==> config.mk <==
export PLATFORM = sky130hd
export DESIGN_NAME = scroll_sequencer_flat
export DESIGN_NICKNAME = d
export VERILOG_FILES = /design/src/rtl/scroll_sequencer_if.sv /design/src/rtl/scroll_sequencer.sv /design/src/flat_wrapper.sv
export SDC_FILE = /design/constraint.sdc
export NUM_CORES = 1
export LEC_CHECK = 0
export ABC_AREA = 1
export BUFFER_PORTS_ARGS = -buffer_cell sky130_fd_sc_hd__buf_2
export CAP_MARGIN = 30
export CORE_ASPECT_RATIO = 1.2
export CORE_UTILIZATION = 60
export DETAILED_ROUTE_END_ITERATION = 8
export PLACE_DENSITY = 0.84
export SYNTH_ARGS = -nofsm -noshare
export SYNTH_HDL_FRONTEND = slang
export SYNTH_SLANG_ARGS = --single-unit
export TNS_END_PERCENT = 20
==> constraint.sdc <==
create_clock -name clk -period 6.4 [get_ports clk]
set_clock_uncertainty 0.2 [all_clocks]
set_input_delay 0.64 -clock clk [delete_from_list [all_inputs] [get_ports clk]]
set_output_delay 0.64 -clock clk [all_outputs]
set_load 0.02 [all_outputs]
==> src/rtl/scroll_sequencer_if.sv <==
// Handshake bundle between the game FSM and the scroll sequencer.
interface scroll_sequencer_if;
  logic       enable;
  logic       restart;
  logic [2:0] level;
  logic [2:0] world;
  logic       player_dead;
  logic       scroll_tick;
  logic [9:0] scroll_pos;
  logic       level_complete;
  logic [1:0] seq_state;

  modport master (
    output enable, restart, level, world, player_dead,
    input  scroll_tick, scroll_pos, level_complete, seq_state
  );

  modport slave (
    input  enable, restart, level, world, player_dead,
    output scroll_tick, scroll_pos, level_complete, seq_state
  );
endinterface

==> src/rtl/scroll_sequencer.sv <==
// Paces level scrolling: per-difficulty step period, position tracking, level-complete pulse.
// Optional macro CHECKPOINT_EN rewinds scroll_pos to the last checkpoint when the player dies.
module scroll_sequencer #(
  parameter logic [23:0] BASE_PERIOD      = 24'd5000000,
  parameter logic [23:0] SPEED_STEP       = 24'd250000,
  parameter logic [23:0] MIN_PERIOD       = 24'd1000000,
  parameter logic [9:0]  LEVEL_LEN        = 10'd640,
  parameter int          LEVELS_PER_WORLD = 4,
  parameter logic [9:0]  CHECKPOINT_LEN   = 10'd160
) (
  input logic          clk,
  input logic          rst,
  scroll_sequencer_if.slave bus
);

  typedef enum logic [1:0] {
    IDLE   = 2'd0,
    RUN    = 2'd1,
    FREEZE = 2'd2,
    DONE   = 2'd3
  } state_t;

  if (MIN_PERIOD < 24'd2 || (LEVEL_LEN % CHECKPOINT_LEN) != 10'd0) begin : g_cfg_err
    $error("scroll_sequencer: MIN_PERIOD must be >= 2 and CHECKPOINT_LEN must divide LEVEL_LEN");
  end

  state_t      state_q, state_d;
  logic [23:0] presc_q, presc_d;
  logic [23:0] period_q, period_d;
  logic [9:0]  pos_q, pos_d;
  logic        tick_q, tick_d;
  logic        cmpl_q, cmpl_d;

  logic [5:0]  idx;
  logic [29:0] prod;
  logic [29:0] diff;
  logic [23:0] period_new;
  logic [9:0]  ckpt_pos;
  logic [9:0]  pos_inc;

  assign idx  = 6'(({3'b000, bus.world} * 6'(LEVELS_PER_WORLD)) + {3'b000, bus.level});
  assign prod = 30'(idx) * 30'(SPEED_STEP);
  assign diff = 30'(BASE_PERIOD) - prod;

  // Underflow or anything below the floor clamps to MIN_PERIOD.
  always_comb begin
    period_new = MIN_PERIOD;
    if (prod <= 30'(BASE_PERIOD) && diff >= 30'(MIN_PERIOD)) begin
      period_new = diff[23:0];
    end
  end

`ifdef CHECKPOINT_EN
  assign ckpt_pos = (pos_q / CHECKPOINT_LEN) * CHECKPOINT_LEN;
`else
  assign ckpt_pos = pos_q;
`endif

  assign pos_inc = pos_q + 10'd1;

  always_comb begin
    state_d  = state_q;
    presc_d  = presc_q;
    period_d = period_q;
    pos_d    = pos_q;
    tick_d   = 1'b0;
    cmpl_d   = 1'b0;
    if (bus.restart) begin
      state_d = IDLE;
      presc_d = '0;
      pos_d   = '0;
    end else begin
      case (state_q)
        IDLE: begin
          presc_d = '0;
          pos_d   = '0;
          if (bus.enable) begin
            state_d  = RUN;
            period_d = period_new;
          end
        end
        RUN: begin
          // Death beats an expiring prescaler: no tick that cycle.
          if (bus.player_dead) begin
            state_d = FREEZE;
            presc_d = '0;
            pos_d   = ckpt_pos;
          end else if (bus.enable) begin
            if (presc_q == period_q - 24'd1) begin
              presc_d = '0;
              pos_d   = pos_inc;
              tick_d  = 1'b1;
              if (pos_inc == LEVEL_LEN) begin
                cmpl_d  = 1'b1;
                state_d = DONE;
              end
            end else begin
              presc_d = presc_q + 24'd1;
            end
          end
        end
        FREEZE: begin
          presc_d = '0;
          if (!bus.player_dead) begin
            state_d = RUN;
          end
        end
        DONE: begin
          presc_d = '0;
        end
        default: begin
          state_d = IDLE;
        end
      endcase
    end
  end

  always_ff @(posedge clk) begin
    if (rst) begin
      state_q  <= IDLE;
      presc_q  <= '0;
      period_q <= BASE_PERIOD;
      pos_q    <= '0;
      tick_q   <= 1'b0;
      cmpl_q   <= 1'b0;
    end else begin
      state_q  <= state_d;
      presc_q  <= presc_d;
      period_q <= period_d;
      pos_q    <= pos_d;
      tick_q   <= tick_d;
      cmpl_q   <= cmpl_d;
    end
  end

  assign bus.scroll_tick    = tick_q;
  assign bus.scroll_pos     = pos_q;
  assign bus.level_complete = cmpl_q;
  assign bus.seq_state      = state_q;

endmodule

==> src/flat_wrapper.sv <==
// flat-port wrapper written by rule: the top's interface ports become plain ports
module scroll_sequencer_flat 
#(
  parameter logic [23:0] BASE_PERIOD      = 24'd5000000,
  parameter logic [23:0] SPEED_STEP       = 24'd250000,
  parameter logic [23:0] MIN_PERIOD       = 24'd1000000,
  parameter logic [9:0]  LEVEL_LEN        = 10'd640,
  parameter int          LEVELS_PER_WORLD = 4,
  parameter logic [9:0]  CHECKPOINT_LEN   = 10'd160
)
  (clk, rst, bus_enable, bus_restart, bus_level, bus_world, bus_player_dead, bus_scroll_tick, bus_scroll_pos, bus_level_complete, bus_seq_state);
  scroll_sequencer_if bus_i ();
  input logic clk;
  input logic rst;
  input wire logic [$bits(bus_i.enable)-1:0] bus_enable;
  input wire logic [$bits(bus_i.restart)-1:0] bus_restart;
  input wire logic [$bits(bus_i.level)-1:0] bus_level;
  input wire logic [$bits(bus_i.world)-1:0] bus_world;
  input wire logic [$bits(bus_i.player_dead)-1:0] bus_player_dead;
  output wire logic [$bits(bus_i.scroll_tick)-1:0] bus_scroll_tick;
  output wire logic [$bits(bus_i.scroll_pos)-1:0] bus_scroll_pos;
  output wire logic [$bits(bus_i.level_complete)-1:0] bus_level_complete;
  output wire logic [$bits(bus_i.seq_state)-1:0] bus_seq_state;
  assign bus_i.enable = bus_enable;
  assign bus_i.restart = bus_restart;
  assign bus_i.level = bus_level;
  assign bus_i.world = bus_world;
  assign bus_i.player_dead = bus_player_dead;
  assign bus_scroll_tick = bus_i.scroll_tick;
  assign bus_scroll_pos = bus_i.scroll_pos;
  assign bus_level_complete = bus_i.level_complete;
  assign bus_seq_state = bus_i.seq_state;
  scroll_sequencer #(.BASE_PERIOD(BASE_PERIOD), .SPEED_STEP(SPEED_STEP), .MIN_PERIOD(MIN_PERIOD), .LEVEL_LEN(LEVEL_LEN), .LEVELS_PER_WORLD(LEVELS_PER_WORLD), .CHECKPOINT_LEN(CHECKPOINT_LEN)) u_core (.clk(clk), .rst(rst), .bus(bus_i));
endmodule
==> impl_metrics.py <==
metrics = {
    "global_routing": {
        "grt_pass1_wl_um": 22800,
        "grt_start_max_net_pins": 29,
        "grt.overflow.total": 0,
        "antenna_found_initial": 0,
        "grt_util_all_layers_pct": 27.6,
        "grt_pass1_vias": 5318,
    },
    "timing": {
        "period_minus_slack_ns": 5.69,
        "setup_viol": 0,
        "setup-tns-final_ns": 0,
        "slew_viol_final": 0,
        "max_freq_mhz": 176,
        "rsz0062_at_grt": "false",
        "relSlewSlack_pct": 51.2,
        "worst_slew_pin_slew_ns": 0.728,
        "hold_viol": 0,
        "timing.final.crit_share_pct": 88.9,
    },
    "worst_setup_path": {
        "slowest_stage": "fa_1",
        "critPathKind": "in2reg",
        "reg2reg_depth": 12,
        "path_delay_family": "adder cells",
        "cp.required_ns": 6.42,
        "cp.buffers_inverters": 6,
        "cp.arrival_ns": 5.71,
        "crit_top_cell": "nand2_1",
        "slowest_delay_ns": 0.58,
        "endpoint_kind": "flop",
        "reg2reg_to": "u_core.bus.scroll_pos[7]",
        "reg2reg_slack_ns": 2.88,
        "crit_fanout": 16,
        "r2r-start": "u_core.period_q[4]",
        "crit_path_start_kind": "input pin",
    },
    "yosys": {
        "yosys_warnings": 0,
        "synth_edf_count": 0,
        "ys_seq_area_share_pct": 19.7,
        "synth_top_area_share_pct": 19.7,
        "synth_fp_nets": 947,
        "synthTopCellsByCount": "202 x nand2_1, 120 x inv_1, 94 x nor2_1",
        "synth_seq_cells": 58,
        "netlist_area_um2": 5890,
        "synth_ff_type": "dfxtp_1",
        "yosysUniqueCellTypes": 46,
        "avgSynthCellArea_um2": 6.65,
        "synth.area.top_cells": "dfxtp_1 20%, nand2_1 13%, ha_1 8.3%, inv_1 7.6%, xor2_1 6.5%",
        "yosys.area.top_type": "dfxtp_1",
        "synth_cells": 887,
        "synth_async_sr_flop_share_pct": 0,
        "synth_most_common_cell": "nand2_1",
    },
    "cts": {
        "hold_buffers": 0,
        "numCtsBuffers": 9,
        "cts_tree": "done",
        "cts_buffer_depth": 2,
        "cts_setup_buffers": 0,
        "cts_root_buffer": "clkbuf_16",
        "clock_latency_ns": 0.33,
        "clock_sinks": 58,
        "post_cts_resized": 0,
        "htreeDepth": 3,
        "clkSlewWorstSetupHoldPaths_ns": 0.05,
    },
    "final_layout": {
        "diodes": 0,
        "drive_gt1_share_pct": 15.4,
        "nFillCells": 822,
        "syn_to_final_growth_pct": 7.77,
        "register_area_um2": 1160,
        "fin_nets": 970,
        "final_util_pct": 66.8,
        "multiInputGateArea_um2": 4160,
    },
    "outcome": {
        "violations": "DRC",
        "status": "finished with violations",
    },
    "power_and_ir_drop": {
        "p_leak_uw": 0.00300,
        "ir_drop_mv": 0.293,
        "power_density_nw_per_um2": 302,
    },
    "detailed_routing": {
        "wl_per_cell_um": 12.9,
        "via_count": 5527,
        "first_pass_iters": 6,
        "antenna_left": 0,
        "drc": 2,
        "viasPerCell": 5.34,
        "dr.first_iter.drc_count": 167,
        "totalWireLength_um": 13300,
    },
    "floorplan": {
        "io_pins": 25,
        "start_util_pct": 61.9,
        "num_rows": 39,
        "die_x_um": 92.5,
        "dieArea_um2": 10200,
        "core_um2": 9520,
        "chipHeight_um": 111,
    },
    "worst_hold_path": {
        "hold_depth": 2,
        "hp-class": "reg2reg",
        "min_to": "u_core.presc_q[1]",
        "worstHoldStart": "u_core.presc_q[1]",
    },
    "placed_design": {
        "io_buffers": 24,
        "gp_congestion": 0.948,
        "hpwl_um": 10600,
    },
    "flow_run": {
        "maxCapViolations": 0,
    },
}
[worst min-delay path, cell delays in order (launching register included)]
cell	delay, ns
dfxtp_1	0.32
nand2_1	0.07
a21oi_1	0.05
[worst max-delay path by stage]
stage                             from                  end  slack (ns)  cells after the start
final                     bus_world[0]  u_core.period_q[16]        0.71                     27
after global routing      bus_world[0]  u_core.period_q[16]        0.21                     27
after CTS                 bus_world[0]  u_core.period_q[16]        0.69                     27
after detailed placement  bus_world[0]  u_core.period_q[16]        0.33                     27
after global placement    bus_world[0]  u_core.period_q[16]        0.52                     27
after floorplan           bus_world[0]   u_core.period_q[5]        0.98                     29
[layout make-up]
type,count,area share [%]
timing repair buffer,25,2.01
sequential,58,18.3
tap,123,2.42
inverter,128,7.64
clock buffer,13,4.10
multi-input combinational,688,65.6
[sequential cells by signal (all words and copies together), names as in the netlist]
register / cells
u_core.bus.scroll_tick: 1
u_core.bus.level_complete: 1
u_core.bus.seq_state: 2
u_core.presc_q: 24
u_core.period_q: 20
u_core.bus.scroll_pos: 10
[where the power goes]
part | switching (µW) | internal (µW) | total (µW)
Combinational | 705 | 372 | 1080
Sequential | 31.4 | 387 | 418
Clock | 149 | 275 | 424
Total | 885 | 1030 | 1920
[placed cells by master (no fill, tap or decap), types with 7 or more instances in the layout]
cell / n
a21oi_1: 32
nor4_1: 7
ha_1: 39
nand4_1: 25
nand2_1: 202
nor3_1: 20
nand3_1: 70
inv_1: 120
nand3_2: 18
o21ai_0: 12
dfxtp_1: 58
xnor2_1: 15
nand2_2: 18
nand2_4: 9
clkbuf_16: 9
nor2_2: 23
fa_1: 10
xor2_1: 44
nor2_1: 94
a21oi_2: 10
buf_2: 24
[cell families after synthesis]
logic type	share of synthesized area, %
compound gates	6.62
xor+xnor	9.59
fa+ha+maj	11.7
buf+inv	9.66
flops	19.7
simple gates	42.8
[metal layers]
layer | vias up | GRT usage, % | wire length, µm
li1 | 2879 | - | -
met1 | 2510 | 26.8 | 5220
met2 | 108 | 54.4 | 7370
met3 | 30 | 4.34 | 369
met4 | 0 | 13.5 | 368
met5 | - | 0 | 0
[per-stage QoR]
step	total power, µW	setup slack (ns)	hold WS, ns	instance area [µm²]	cells
after detailed placement	1500	0.334	0.286	6090	1022
after global placement	1480	0.522	0.278	6090	1022
final	1920	0.711	0.292	6350	1035
after global routing	2100	0.205	0.309	6350	1035
after CTS	1920	0.691	0.296	6350	1035
after floorplan	1350	0.981	0.258	5890	887
No activity file was read; power rests on OpenSTA's default activity.
